`config.mk`:
```
export PLATFORM = sky130hd
export DESIGN_NAME = mem_port_arbiter
export DESIGN_NICKNAME = d
export VERILOG_FILES = /design/src/rtl/mem_arb_pkg.sv /design/src/rtl/mem_arb_timeout.sv /design/src/rtl/mem_port_arbiter.sv
export SDC_FILE = /design/constraint.sdc
export NUM_CORES = 1
export LEC_CHECK = 0
export CAP_MARGIN = 20
export CELL_PAD_IN_SITES_DETAIL_PLACEMENT = 1
export CELL_PAD_IN_SITES_GLOBAL_PLACEMENT = 1
export CORE_MARGIN = 5
export CORE_UTILIZATION = 35
export CTS_BUF_LIST = sky130_fd_sc_hd__clkbuf_2 sky130_fd_sc_hd__clkbuf_4 sky130_fd_sc_hd__clkbuf_8
export CTS_CLUSTER_SIZE = 16
export DETAILED_ROUTE_END_ITERATION = 10
export MAX_ROUTING_LAYER = met4
export PLACE_DENSITY = 0.89
export SETUP_SLACK_MARGIN = 0.02
export SLEW_MARGIN = 20
export SYNTH_ARGS = -nofsm -noshare
export SYNTH_HDL_FRONTEND = slang
export SYNTH_HIERARCHICAL = 1
export SYNTH_SLANG_ARGS = --single-unit
export TNS_END_PERCENT = 100
```
`constraint.sdc`:
```
create_clock -name clk -period 3.5 [get_ports clk]
set_input_delay 0.7 -clock clk [delete_from_list [all_inputs] [get_ports clk]]
set_output_delay 0.7 -clock clk [all_outputs]
set_load 0.02 [all_outputs]
```
`src/rtl/mem_arb_pkg.sv`:
```
// Shared types and defaults for the fetch/data memory port arbiter.
package mem_arb_pkg;

  localparam int unsigned ADDR_W           = 32;
  localparam int unsigned DATA_W           = 32;
  localparam int unsigned TIMEOUT_DEF      = 64;
  localparam int unsigned STARVE_LIMIT_DEF = 4;

  typedef enum logic [1:0] {
    IDLE   = 2'd0,
    BUSY_I = 2'd1,
    BUSY_D = 2'd2
  } arb_state_t;

  typedef enum logic {
    GNT_I = 1'b0,
    GNT_D = 1'b1
  } grant_t;

  // Command payload presented on the memory bus for the whole transaction.
  typedef struct packed {
    logic              we;
    logic [ADDR_W-1:0] addr;
    logic [DATA_W-1:0] wdata;
  } mem_cmd_t;

  // Data wins ties unless fetch has been passed over too many times in a row.
  function automatic grant_t pick_grant(input logic if_req, input logic d_req,
                                        input logic starved);
    if (d_req && !(if_req && starved)) begin
      return GNT_D;
    end
    return GNT_I;
  endfunction

endpackage

```
`src/rtl/mem_arb_timeout.sv`:
```
// Clearable, saturating wait counter; expired is high while the count sits at TIMEOUT-1.
module mem_arb_timeout #(
  parameter int unsigned TIMEOUT = 64
) (
  input  logic clk,
  input  logic rst_n,
  input  logic clear,
  input  logic inc,
  output logic expired
);

  localparam int unsigned CNT_W = $clog2(TIMEOUT + 1);

  logic [CNT_W-1:0] wait_cnt;
  logic [CNT_W-1:0] wait_cnt_d;

  // Saturate at TIMEOUT so a stuck transaction can never wrap the count.
  always_comb begin
    wait_cnt_d = wait_cnt;
    if (clear) begin
      wait_cnt_d = '0;
    end else if (inc && (wait_cnt != CNT_W'(TIMEOUT))) begin
      wait_cnt_d = wait_cnt + CNT_W'(1);
    end
  end

  // expired is registered from the next count so it lines up with wait_cnt.
  always_ff @(posedge clk or negedge rst_n) begin
    if (!rst_n) begin
      wait_cnt <= '0;
      expired  <= 1'b0;
    end else begin
      wait_cnt <= wait_cnt_d;
      expired  <= (wait_cnt_d == CNT_W'(TIMEOUT - 1));
    end
  end

endmodule

```
`src/rtl/mem_port_arbiter.sv`:
```
// Shares one variable-latency memory port between instruction fetch and data access,
// data first with a fetch starvation guard and a no-ack timeout.
module mem_port_arbiter
  import mem_arb_pkg::*;
#(
  parameter int unsigned TIMEOUT      = TIMEOUT_DEF,
  parameter int unsigned STARVE_LIMIT = STARVE_LIMIT_DEF
) (
  input  logic              clk,
  input  logic              reset,
  input  logic              if_req,
  input  logic [ADDR_W-1:0] if_addr,
  output logic [DATA_W-1:0] if_rdata,
  output logic              if_ready,
  input  logic              d_req,
  input  logic              d_we,
  input  logic [ADDR_W-1:0] d_addr,
  input  logic [DATA_W-1:0] d_wdata,
  output logic [DATA_W-1:0] d_rdata,
  output logic              d_ready,
  output logic              mem_req,
  output logic              mem_we,
  output logic [ADDR_W-1:0] mem_addr,
  output logic [DATA_W-1:0] mem_wdata,
  input  logic [DATA_W-1:0] mem_rdata,
  input  logic              mem_ack,
  output logic              err
);

  localparam int unsigned STREAK_W = $clog2(STARVE_LIMIT + 1);

  arb_state_t          state;
  arb_state_t          state_d;
  mem_cmd_t            cmd_q;
  mem_cmd_t            cmd_d;
  grant_t              gnt;
  logic [STREAK_W-1:0] streak;
  logic [STREAK_W-1:0] streak_d;
  logic                starved;
  logic                tmr_clear;
  logic                tmr_inc;
  logic                expired;
  logic                mem_req_d;
  logic                if_ready_d;
  logic                d_ready_d;
  logic                err_d;
  logic [DATA_W-1:0]   if_rdata_d;
  logic [DATA_W-1:0]   d_rdata_d;

  assign mem_we    = cmd_q.we;
  assign mem_addr  = cmd_q.addr;
  assign mem_wdata = cmd_q.wdata;

  mem_arb_timeout #(
    .TIMEOUT(TIMEOUT)
  ) u_timeout (
    .clk    (clk),
    .rst_n  (reset),
    .clear  (tmr_clear),
    .inc    (tmr_inc),
    .expired(expired)
  );

  // Next-state, next-output and streak logic.
  always_comb begin
    state_d    = state;
    cmd_d      = cmd_q;
    mem_req_d  = mem_req;
    if_ready_d = 1'b0;
    d_ready_d  = 1'b0;
    err_d      = 1'b0;
    if_rdata_d = if_rdata;
    d_rdata_d  = d_rdata;
    tmr_clear  = 1'b0;
    tmr_inc    = 1'b0;
    starved    = (streak == STREAK_W'(STARVE_LIMIT));
    gnt        = pick_grant(if_req, d_req, starved);

    unique case (state)
      IDLE: begin
        if (if_req || d_req) begin
          tmr_clear = 1'b1;
          mem_req_d = 1'b1;
          if (gnt == GNT_D) begin
            cmd_d   = '{we: d_we, addr: d_addr, wdata: d_wdata};
            state_d = BUSY_D;
          end else begin
            cmd_d   = '{we: 1'b0, addr: if_addr, wdata: '0};
            state_d = BUSY_I;
          end
        end
      end
      BUSY_I, BUSY_D: begin
        // An ack in the expiry cycle still counts as a normal completion.
        if (mem_ack || expired) begin
          mem_req_d = 1'b0;
          state_d   = IDLE;
          err_d     = !mem_ack;
          if (state == BUSY_D) begin
            d_ready_d = 1'b1;
            d_rdata_d = (mem_ack && !cmd_q.we) ? mem_rdata : '0;
          end else begin
            if_ready_d = 1'b1;
            if_rdata_d = mem_ack ? mem_rdata : '0;
          end
        end else begin
          tmr_inc = 1'b1;
        end
      end
      default: begin
        state_d   = IDLE;
        mem_req_d = 1'b0;
      end
    endcase

    // Count data grants that bypass a waiting fetch; any idle fetch cycle resets it.
    streak_d = streak;
    if (!if_req) begin
      streak_d = '0;
    end else if (state == IDLE) begin
      if (gnt == GNT_I) begin
        streak_d = '0;
      end else if (!starved) begin
        streak_d = streak + STREAK_W'(1);
      end
    end
  end

  always_ff @(posedge clk or negedge reset) begin
    if (!reset) begin
      state    <= IDLE;
      cmd_q    <= '0;
      mem_req  <= 1'b0;
      if_ready <= 1'b0;
      d_ready  <= 1'b0;
      err      <= 1'b0;
      if_rdata <= '0;
      d_rdata  <= '0;
      streak   <= '0;
    end else begin
      state    <= state_d;
      cmd_q    <= cmd_d;
      mem_req  <= mem_req_d;
      if_ready <= if_ready_d;
      d_ready  <= d_ready_d;
      err      <= err_d;
      if_rdata <= if_rdata_d;
      d_rdata  <= d_rdata_d;
      streak   <= streak_d;
    end
  end

endmodule
```
* Word level (Yosys, flattened, before mapping)
Cells that the tools add are included.
Storage, ports and cells: logic and storage cells 72, bits in registers 146
Operators by class: bitwise logic cells 1, reduce and logical (&&, ||, !) cells 16, $add $sub $neg 2, equal/unequal tests 9, muxes and demuxes 31
Operators by type and width (count):
- 65-bit two-way mux | 1
- 32-bit two-way mux | 2
- 1-bit two-way mux | 17
- 7-bit two-way mux | 2
- 3-bit two-way mux | 4
- 7-bit by 1-bit adder with 7-bit output, second input constant | 1
- 7-bit by 6-bit == test with 1-bit output, second input constant | 1
- 7-bit inequality test, second input constant | 1
- 2-bit two-way mux | 3
- 2-bit AND reduction | 3
- 3-bit AND reduction | 2
- 1-bit logical AND | 4
- 2-bit inequality test, second input constant | 2
- 2-bit one-hot mux with 2 select lines | 1
- 3-bit by 1-bit adder with 3-bit output, second input constant | 1
- 3-bit == test, second input constant | 1
- 1-bit zero test | 3
- 3-bit inequality test, second input constant | 1
- 2-bit by 1-bit == test with 1-bit output, second input constant | 1
- 2-bit == test, second input constant | 1
- 2-bit zero test | 1
- 1-bit logical OR | 2
- 2-bit by 1-bit inequality test with 1-bit output, second input constant | 1
- 1-bit one-hot mux with 2 select lines | 1
- 2 further kinds | 2

* Depth between registers and ports, before layout
depth in word-level cells 9, depth in mapped cells 9, mapped depth without buffers 8

* Hierarchy
Netlist, hierarchy kept.
Modules (own cells, without submodules):
- mem_port_arbiter | area each 6197.2 um^2, instances 1, cells each 647
- mem_arb_timeout | area each 442.9 um^2, instances 1, cells each 44

* Least setup slack after synthesis
Ideal clock, no wire load.
path kind input-to-reg, start point in mem_ack, end point reg u_timeout.expired, arrival time 2062 ps, data required time 3432 ps, library setup time 68 ps, stages 8, setup slack 1370 ps, cells stage by stage buf_4 -> nor2_1 -> nand2_1 -> inv_1 -> nand4_2 -> or3_4 -> a211oi_2 -> and4b_1
On the way: longest elaborated chain between the ends 7
Ends and longest elaborated chain:
- from (decl) | line mem_port_arbiter.sv:26 | input logic mem_ack,
- 1-bit logical OR | line mem_port_arbiter.sv:95 | if (mem_ack || expired) begin
- 1-bit two-way mux | line mem_port_arbiter.sv:95
- 1-bit two-way mux | line mem_port_arbiter.sv:79 | unique case (state)
- named net tmr_inc | line mem_port_arbiter.sv:41 | logic tmr_inc;
- 1-bit logical AND | line mem_arb_timeout.sv:22 | end else if (inc && (wait_cnt != CNT_W'(TIMEOUT))) begin
- 7-bit two-way mux | line mem_arb_timeout.sv:22
- 7-bit two-way mux | line mem_arb_timeout.sv:20 | if (clear) begin
- 7-bit by 6-bit == test with 1-bit output | line mem_arb_timeout.sv:34 | expired <= (wait_cnt_d == CNT_W'(TIMEOUT - 1));
- to (signal assigned) | line mem_arb_timeout.sv:34
- to (decl) | line mem_arb_timeout.sv:9 | output logic expired
The timed path passes the listed nets, and every way through them passes these cells. A chain may end at the register's enable or synchronous reset.

* Worst setup path after layout
start point reg cmd_q, in the netlist mem_we, end point out mem_we
RTL lines:
- from (decl) | line mem_port_arbiter.sv:34 | mem_cmd_t cmd_q;
- from (signal assigned) | line mem_port_arbiter.sv:142 | cmd_q <= cmd_d;
- to (decl) | line mem_port_arbiter.sv:22 | output logic mem_we,
No word-level cell between the ends.

==> implementation parameters <==
Parameter                              Value

Logic synthesis
  Post-Syn Area per Cell ... 9.61 um2
  Mux share of post-synthesis cell area ... 0.0514
  Cell taking the most area after synthesis ... dfrtp_1
  Synth Area in XOR/XNOR ... 0.00528
  Top cells by area in the synthesized netlist ... dfrtp_1 (55%), nand2_1 (13%), o211ai_2 (5.7%)
  Top cell types by occurrence after synthesis ... nand2_1 (232), dfrtp_1 (146), o21ai_0 (63), inv_1 (41), nand4_1 (35)
  Compound-gate portion of the synthesized area ... 0.125
  Sequential cell area fraction in the yosys report ... 0.550
  Most used DFF post-synth ... dfrtp_1
  #FFs+latches synth ... 146
  Number of distinct library cells after synthesis ... 40
  Combined area of all synthesized cells ... 6640 um2
  YS warnings ... 6
  Instance count of the mapped netlist ... 691
  Synth Net Count ... 831
  Adder and majority gate portion of the synthesized area ... 0.0113
  Cell with the most instances after synthesis ... nand2_1
  Simple-gate portion of the synthesized area ... 0.191
  Largest family of logic cells by synthesized area ... simple AND/OR/NAND/NOR gates
  Number of enable-type register cells in the synthesized netlist ... 0
  Synth top area share ... 0.550
  Async SR Flop Fraction ... 1.00

Placement
  Post-detailed-placement half-perimeter wirelength ... 15500 um
  Placer congestion estimate ... 0.794
  IO Port Bufs ... 266
  Pre-CTS setup slack ... 0.857 ns
  Instance area after placement ... 9480 um2

Routing
  Total number of vias ... 5906
  DRC marker count from the first detailed-route iteration ... 199
  Per-cell routed wire length ... 18.4 um
  DRC violations left ... 0
  Avg Vias per Cell ... 4.99
  Residual antenna-violating net count after detailed routing ... 0
  1st-pass router iterations ... 6
  WL final ... 21800 um

Clocking
  Cts bufs inserted ... 17
  Clock tree from TritonCTS ... done
  Worst-skew pair later-pin latency ... 0.44 ns
  Post-CTS setup buffers ... 0
  Post-CTS Hold Fix Bufs ... 0
  Clock slew at the register clock pins of the worst setup and hold paths ... 0.09 ns
  Resized cells post-CTS ... 0
  Sink Count ... 146
  Maximum clock path buffer count ... 2
  Library cell used as clock root buffer ... clkbuf_8
  CTS HTree Levels ... 4

Global routing
  Largest net degree at the start of global routing ... 72
  Number of global-route vias before repair ... 6376
  Wire length of the first global-routing pass ... 34600 um
  Gr ovfl total ... 0
  GRT Overall Usage ... 0.203
  Initial antenna violation count ... 0

Cells and area
  Total area of multi-input combinational cells ... 2580 um2
  P&R area growth vs syn ... 48.3%
  Summed area of non-filler cells in the final layout ... 9850 um2
  Filler Cell Count ... 2080
  Number of inserted diodes ... 0
  Number of nets in the finished design ... 1077
  Share of layout cells above drive strength 1 ... 0.0926
  Sequential cell area ... 3650 um2

Setup path
  Master of the slowest instance on the critical path ... clkdlybuf4s50_1
  Classification of the worst setup path ... flip-flop to primary output
  Cells along the critical path ... clkdlybuf4s50_1
  Critical path's top delay family ... buffers and inverters
  Critical Path Start Type ... flip-flop
  Crit path largest cell delay ... 0.67 ns
  Type of destination of the critical path ... primary output
  CP required ... 2.80 ns
  Peak fanout along the critical path ... 3
  Number of buffers and inverters on the critical path ... 1
  Data arrival time of the critical path ... 1.50 ns

STA
  Slew @ Worst Pin ... 0.749 ns
  Maximum clock frequency ... 455 MHz
  Worst max-slew margin expressed relative to the limit ... 0.501
  Post-route fraction of the period consumed by the critical path ... 0.628
  Post-layout min period ... 2.20 ns
  RSZ-0062 raised after global routing ... no
  Accumulated negative setup slack ... 0 ns
  Worst setup slack after layout ... 1.30 ns
  Final Hold Violating Endpoints ... 0
  Setup Viol. Count Final ... 0
  Max-slew violation total from the final report ... 0
  Layout Skew ... 0.0190 ns

Floorplanning
  Number of placement rows ... 50
  Top-level I/O count ... 267
  Die Y ... 148 um
  Die outline width ... 148 um
  Standard cell core area ... 18700 um2
  Starting Density ... 0.355
  Die outline area ... 21800 um2

Outcome
  Result of the run ... complete, no violations

Power and ir drop
  Worst VDD drop ... 0.000430 V
  P per Cell Area ... 848 nW/um2
  Leakage power ... 4.28 nW

Hold path
  Hold Path Class ... input port to async pin

Flow run
  Number of maximum-capacitance constraint violations ... 0
worst reg2reg max path, delay by kind of cell, from the launching register on:
family,cells,cell delay (ns)
AOI/OAI and AO/OA,1,0.20
DFF,1,0.39
adders and majority gates,1,0.30
buffers and inverters,2,0.27
and+or+nand+nor,4,0.80
placed cells by master, fill, tap and decap left out, types with 2 or more instances in the layout:
cell / Yosys / layout
clkdlybuf4s50_1: 0 / 265
nand2_1: 232 / 232
clkinv_2: 0 / 2
buf_12: 0 / 3
xor2_1: 3 / 3
nand3_1: 2 / 2
ha_1: 6 / 6
nand2b_1: 3 / 3
clkbuf_8: 0 / 18
dfrtp_1: 146 / 146
inv_6: 0 / 6
inv_8: 0 / 2
mux2i_1: 33 / 33
o211ai_1: 3 / 3
o21ai_4: 0 / 2
a32o_1: 2 / 2
inv_1: 41 / 41
nand4_1: 35 / 35
o21ai_1: 5 / 3
a21boi_0: 3 / 3
nor2_1: 10 / 10
buf_4: 5 / 10
clkinvlp_4: 0 / 3
o211ai_2: 30 / 30
o21ai_0: 63 / 63
nor2b_1: 3 / 2
cell families (layout without fill, tap and decap cells):
kind of cell / Yosys count / count (layout)
AO/OA/AOI/OAI: 112 / 112
XOR/XNOR: 4 / 4
adder cells (fa/ha/maj): 6 / 6
buffers and inverters: 94 / 353
flip-flops: 146 / 146
multiplexers: 34 / 34
AND/OR/NAND/NOR: 295 / 295
worst paths after layout:
kind,startpoint,to,slack (ns),depth (start not counted)
max in group asynchronous,reset,mem_req$_DFFE_PN0P_,2.40,2
max,mem_we$_DFFE_PN0P_,mem_we,1.30,1
min in group clk,d_rdata[21]$_DFFE_PN0P_,d_rdata[21]$_DFFE_PN0P_,0.48,2
min,reset,d_rdata[5]$_DFFE_PN0P_,0.28,1
max reg2reg,state[1]$_DFFE_PN0P_,u_timeout/expired$_DFF_PN0_,1.49,8
min reg2reg,d_rdata[21]$_DFFE_PN0P_,d_rdata[21]$_DFFE_PN0P_,0.48,2
sequential cells by signal, summed over array words and instances, names as in the netlist:
name and count:
d_rdata 32, mem_wdata 32, err 1, u_timeout/wait_cnt 7, u_timeout/expired 1, d_ready 1, mem_addr 32, mem_req 1
mem_we 1, if_rdata 32, if_ready 1, state 2, streak 3
stage by stage:
| step | hold WS [ns] | power [mW] | util | instances |
|---|---|---|---|---|
| after detailed placement | 0.469 | 7.17 | 0.507 | 1152 |
| after CTS | 0.281 | 8.49 | 0.526 | 1184 |
| after global routing | 0.285 | 8.88 | 0.526 | 1184 |
| after floorplan | 0.404 | 5.11 | - | 691 |
| after global placement | 0.460 | 7.02 | 0.507 | 1152 |
| final | 0.279 | 8.35 | 0.526 | 1184 |
area by class of cell:
cell class              count  area share
flip-flops and latches    146       0.371
repair buffers            279       0.284
multi-input cells         451       0.262
well taps                 234      0.0297
clock buffers              18      0.0252
inverters                  42      0.0160
clock inverters            14      0.0118
layer usage:
metal / part of all wire / vias to the layer above / routed length [um] / track usage
met2: 0.49 / 213 / 10600 / 0.336
met5: 0 / - / 0 / -
met4: 0.013 / 0 / 281 / 0.0461
met1: 0.43 / 2893 / 9450 / 0.249
li1: - / 2775 / - / -
met3: 0.066 / 25 / 1440 / 0.0561
where the power goes:
group / internal, mW / switching [mW] / total, mW
logic: 1.89 / 2.43 / 4.32
clock network: 0.531 / 0.733 / 1.26
registers: 2.37 / 0.392 / 2.76
No activity file was read; power rests on OpenSTA's default activity.
